--- src/rtl/seg_scan_if.sv ---
// seg_scan_if: datapath-to-display bundle for seg_scan_capture
interface seg_scan_if;
    logic        Tick;
    logic [31:0] WriteData;
    logic [31:0] PCResult;
    logic        Freeze;
    logic [6:0]  out7;
    logic [7:0]  en_out;
    logic        Captured;

    modport master (
        output Tick, WriteData, PCResult, Freeze,
        input  out7, en_out, Captured
    );

    modport slave (
        input  Tick, WriteData, PCResult, Freeze,
        output out7, en_out, Captured
    );
endinterface

--- src/rtl/seg_scan_capture.sv ---
// seg_scan_capture: capture datapath results on Tick rises and scan them as 8 hex digits
module seg_scan_capture #(
    parameter int REFRESH_DIV = 100000,
    parameter int CNT_W       = 17
) (
    input logic       Clk,
    input logic       Reset,
    seg_scan_if.slave bus
);
    localparam logic [CNT_W-1:0] LAST = CNT_W'(REFRESH_DIV - 1);
    localparam logic [6:0] SEG [16] = '{
        7'b0000001, 7'b1001111, 7'b0010010, 7'b0000110,
        7'b1001100, 7'b0100100, 7'b0100000, 7'b0001111,
        7'b0000000, 7'b0000100, 7'b0001000, 7'b1100000,
        7'b0110001, 7'b1000010, 7'b0110000, 7'b0111000
    };

    logic             s1_q, s1_d, s2_q, s2_d, d_q, d_d;
    logic             cap_q, cap_d, load;
    logic [15:0]      sh_wd_q, sh_wd_d, sh_pc_q, sh_pc_d;
    logic [CNT_W-1:0] cnt_q, cnt_d;
    logic [2:0]       idx_q, idx_d;
    logic             wrap;
    logic [31:0]      cat;
    logic [3:0]       nib;
    logic [6:0]       out7_q, out7_d;
    logic [7:0]       en_out_q, en_out_d;
    logic             unused_hi;

    assign unused_hi = ^{bus.WriteData[31:16], bus.PCResult[31:16]};

    // Synchronise Tick, detect its rising edge and load the shadows unless frozen
    always_comb begin
        s1_d    = bus.Tick;
        s2_d    = s1_q;
        d_d     = s2_q;
        load    = s2_q & ~d_q & ~bus.Freeze;
        cap_d   = load;
        sh_wd_d = load ? bus.WriteData[15:0] : sh_wd_q;
        sh_pc_d = load ? bus.PCResult[15:0] : sh_pc_q;
    end

    // Dwell counter and digit scan; outputs are built from the pre-edge idx and shadows
    always_comb begin
        wrap     = cnt_q == LAST;
        cnt_d    = wrap ? '0 : cnt_q + CNT_W'(1);
        idx_d    = wrap ? idx_q + 3'd1 : idx_q;
        cat      = {sh_pc_q, sh_wd_q};
        nib      = cat[{idx_q, 2'b00} +: 4];
        out7_d   = SEG[nib];
        en_out_d = ~(8'b1 << idx_q);
    end

    // State register; reset blanks the display immediately
    always_ff @(posedge Clk or negedge Reset) begin
        if (!Reset) begin
            s1_q     <= 1'b0;
            s2_q     <= 1'b0;
            d_q      <= 1'b0;
            cap_q    <= 1'b0;
            sh_wd_q  <= '0;
            sh_pc_q  <= '0;
            cnt_q    <= '0;
            idx_q    <= '0;
            out7_q   <= 7'h7F;
            en_out_q <= 8'hFF;
        end else begin
            s1_q     <= s1_d;
            s2_q     <= s2_d;
            d_q      <= d_d;
            cap_q    <= cap_d;
            sh_wd_q  <= sh_wd_d;
            sh_pc_q  <= sh_pc_d;
            cnt_q    <= cnt_d;
            idx_q    <= idx_d;
            out7_q   <= out7_d;
            en_out_q <= en_out_d;
        end
    end

    assign bus.out7     = out7_q;
    assign bus.en_out   = en_out_q;
    assign bus.Captured = cap_q;
endmodule
--- src/flat_wrapper.sv ---
// flat-port wrapper written by rule: the top's interface ports become plain ports
module seg_scan_capture_flat 
#(
    parameter int REFRESH_DIV = 100000,
    parameter int CNT_W       = 17
)
  (Clk, Reset, bus_Tick, bus_WriteData, bus_PCResult, bus_Freeze, bus_out7, bus_en_out, bus_Captured);
  seg_scan_if bus_i ();
  input logic Clk;
  input logic Reset;
  input wire logic [$bits(bus_i.Tick)-1:0] bus_Tick;
  input wire logic [$bits(bus_i.WriteData)-1:0] bus_WriteData;
  input wire logic [$bits(bus_i.PCResult)-1:0] bus_PCResult;
  input wire logic [$bits(bus_i.Freeze)-1:0] bus_Freeze;
  output wire logic [$bits(bus_i.out7)-1:0] bus_out7;
  output wire logic [$bits(bus_i.en_out)-1:0] bus_en_out;
  output wire logic [$bits(bus_i.Captured)-1:0] bus_Captured;
  assign bus_i.Tick = bus_Tick;
  assign bus_i.WriteData = bus_WriteData;
  assign bus_i.PCResult = bus_PCResult;
  assign bus_i.Freeze = bus_Freeze;
  assign bus_out7 = bus_i.out7;
  assign bus_en_out = bus_i.en_out;
  assign bus_Captured = bus_i.Captured;
  seg_scan_capture #(.REFRESH_DIV(REFRESH_DIV), .CNT_W(CNT_W)) u_core (.Clk(Clk), .Reset(Reset), .bus(bus_i));
endmodule
--- config.mk ---
export PLATFORM = sky130hd
export DESIGN_NAME = seg_scan_capture_flat
export DESIGN_NICKNAME = d
export VERILOG_FILES = /design/src/rtl/seg_scan_if.sv /design/src/rtl/seg_scan_capture.sv /design/src/flat_wrapper.sv
export SDC_FILE = /design/constraint.sdc
export NUM_CORES = 1
export LEC_CHECK = 0
export BUFFER_PORTS_ARGS = -buffer_cell sky130_fd_sc_hd__buf_2
export CAP_MARGIN = 15
export CORE_MARGIN = 5
export CORE_UTILIZATION = 30
export CTS_CLUSTER_SIZE = 12
export DETAILED_ROUTE_END_ITERATION = 8
export PLACE_DENSITY_LB_ADDON = 0.25
export SYNTH_ARGS = -nofsm -noshare
export SYNTH_HDL_FRONTEND = slang
export SYNTH_SLANG_ARGS = --single-unit
--- constraint.sdc ---
create_clock -name Clk -period 2.65 [get_ports Clk]
set_input_delay 0.1325 -clock Clk [delete_from_list [all_inputs] [get_ports Clk]]
set_output_delay 0.1325 -clock Clk [all_outputs]
set_load 0.02 [all_outputs]
==> impl_metrics.yaml <==
layout:
  mostFrequentLayoutCell: "dfrtp_1"
  fill_cells: 1063
  nNetsFinal: 377
  syn2layout_area_growth_pct: 22.0
  antenna_cells: 0
  final-seq-area_um2: 1800
  final_cell_mix: "dfrtp_1 (56), buf_2 (51), mux2_2 (36)"
  multi_input_area_um2: 1360
  post_route_cells_drive_above_1_share_pct: 44.5
detailed_routing:
  first_pass_iters: 4
  dr_wl_met2_um: 2730
  drt_iter0_markers: 47
  route.top_layer_used: "met4"
  routed_wl_um: 6130
  drc_errors: 0
  avgRoutedWirePerCell_um: 13.9
  wl_met1_um: 2980
  vias: 1929
  wl_met3_um: 323
  viasPerCell: 4.37
  antenna_left: 0
status:
  status: "complete, no violations"
clocking:
  tritoncts: "yes"
  clock_sinks: 71
  cts_made_buffers: 9
  clock-root-buffer: "clkbuf_8"
  cts_htree_levels: 3
  clockBufferDepth: 2
  cts_resized: 0
  clk_latency_ps: 350
  clk_pin_slew_ps: 80
global_route:
  grt-ovfl-total: 0
  antenna_found_initial: 0
  grt_use_total_pct: 10.5
  grt_start_max_net_pins: 40
  grt_pass1_vias: 2105
  grt_pass1_wl_um: 10600
place:
  gp_congestion: 0.751
  post-dp-hpwl_um: 4320
  io_buffers: 51
timing:
  fmax_mhz: 409
  period_share_pct: 92.3
  hold_slack_ps: 13.7
  rsz0062_at_grt: "false"
  max_slew_margin_pct: 44.2
  setup_violations: 0
  period_minus_slack_ps: 2440
  slew_violations: 0
  tns_ps: 0
  fin_skew_ps: 11.6
  hold_viol: 0
  tightestPinTransition_ps: 836
synth:
  synth_cell_type_count: 37
  netlist_instances: 230
  synth-edff-count: 0
  synth.area.top_cells: "dfrtp_1 (43%), mux2_2 (13%), dfstp_2 (12%)"
  seq_area_frac_synth_pct: 55.4
  avgSynthCellArea_um2: 14.1
  synth-main-ff-cell: "dfrtp_1"
  synthesis.nets: 311
  synth_adder_area_share_pct: 5.02
  yosys.area.top_type: "dfrtp_1"
  synthMuxAreaShare_pct: 22.6
  synth_top_family_by_area: "multiplexers"
  netlist_area_um2: 3240
  synthSimpleGateAreaFrac_pct: 8.15
  synth_top_area_share_pct: 43.2
  synth_compound_area_share_pct: 2.08
  ys_async_sr_fraction_pct: 100
  ys_ff_latch: 71
  synthXorXnorAreaFrac_pct: 4.05
  yosysWarningCount: 0
critical_path:
  reg2reg_depth: 7
  worstSetupEndpointType: "register"
  worstPathRequired_ps: 2930
  arrival_ps: 2720
  critical_path_class: "register to register"
  worstSetupStartpointType: "register"
  cp_max_fo: 5
floorplan:
  die_w_um: 114
  initial_core_util_pct: 30.3
  ios: 84
  die_h_um: 114
  coreArea_um2: 10700
  rows: 38
  die_area_um2: 13000
pwr:
  ir_worst_vdd_uv: 271
  p_per_area_nw_per_um2: 687
  power.leakage_nw: 1.77
worst_hold_path:
  min_path_cells: 2
  hold_path_class: "primary input to register"
flow_run:
  drv_cap: 0
-- worst paths after layout --
path	from	to	slack, ps
min in group asynchronous	Reset	u_core.cnt_q[11]	420
worst max register to register	u_core.idx_q[0]	u_core.bus.out7[6]	210
worst min register to register	u_core.s1_q	u_core.d_d	350
max in group asynchronous	Reset	u_core.sh_pc_q[6]	1430
worst min-delay path	bus_WriteData[11]	u_core.sh_wd_q[11]	10
worst max-delay path	u_core.idx_q[0]	u_core.bus.out7[6]	210
-- synthesized netlist by cell type, drive strengths merged, types with 2 or more instances --
cell and count:
nand4 2, mux2 36, xor2 4, nor2 8
nor3b 3, and4 4, ha 13, nand3 7
or3 3, o21ai 3, a21oi 2, buf 3
and3 3, and2 2, nand2 12, xnor2 11
inv 10, dfstp 15, mux4 8, clkbuf 5
mux2i 10, dfrtp 56
-- layout make-up --
| cell class | instances | share of cell area, % |
|---|---|---|
| clock buffers | 10 | 3.48 |
| repair buffers | 63 | 8.92 |
| inverters | 10 | 0.949 |
| flip-flops and latches | 71 | 45.4 |
| multi-input cells | 141 | 34.5 |
| well taps | 140 | 4.43 |
| clock inverters | 6 | 2.34 |
-- metal layers --
layer / up-vias / GRT usage [%]
met3: 7 / 3.02
met1: 930 / 14.6
met4: 0 / 4.28
met5: - / 0
li1: 952 / -
met2: 40 / 15.2
-- where the power goes --
group	switching (W)	total, W	internal, W
Combinational	0.000212	0.000436	0.000224
Clock	0.000433	0.000993	0.000560
Sequential	0.0000528	0.00129	0.00123
-- critical path: stages, from the launching register on --
cell and delay [ps]:
dfrtp_1 450, buf_4 200, mux4_1 580, mux2i_1 360, inv_1 120, ha_1 260
and3_1 150, a211o_1 260
-- through the flow --
stage / utilization [%] / setup WS (ps) / power, W / area (um^2) / std cells
after floorplan: - / 375 / 0.00160 / 3240 / 230
final: 37.0 / 205 / 0.00272 / 3960 / 441
after global placement: 34.5 / 221 / 0.00174 / 3690 / 422
after detailed placement: 34.5 / 210 / 0.00175 / 3690 / 422
after CTS: 37.0 / 190 / 0.00276 / 3960 / 441
after global routing: 37.0 / 72.4 / 0.00286 / 3960 / 441
-- sequential cells by signal, indices dropped and copies added, names as in the netlist --
signal	flops
u_core.bus.Captured	1
u_core.bus.en_out	8
u_core.bus.out7	7
u_core.cnt_q	17
u_core.d_d	1
u_core.d_q	1
u_core.idx_q	3
u_core.s1_q	1
u_core.sh_pc_q	16
u_core.sh_wd_q	16
-- logic make-up (layout without fill, tap and decap cells) --
kind of cell               after synthesis  count (layout)
DFF                                     71              71
muxes                                   54              54
and+or+nand+nor                         49              49
buffers and inverters                   18              89
xor gates and xnor gates                15              15
adders and majority gates               13              13
AOI/OAI and AO/OA                       10              10
-- repair_timing --
item / 4_1_cts / 5_1_grt
endpoints found under the hold margin: 24 / 0
hold buffers: 3 / 0
setup buffers: 0 / 0
Note: power is estimated with default switching activity, not from simulation.
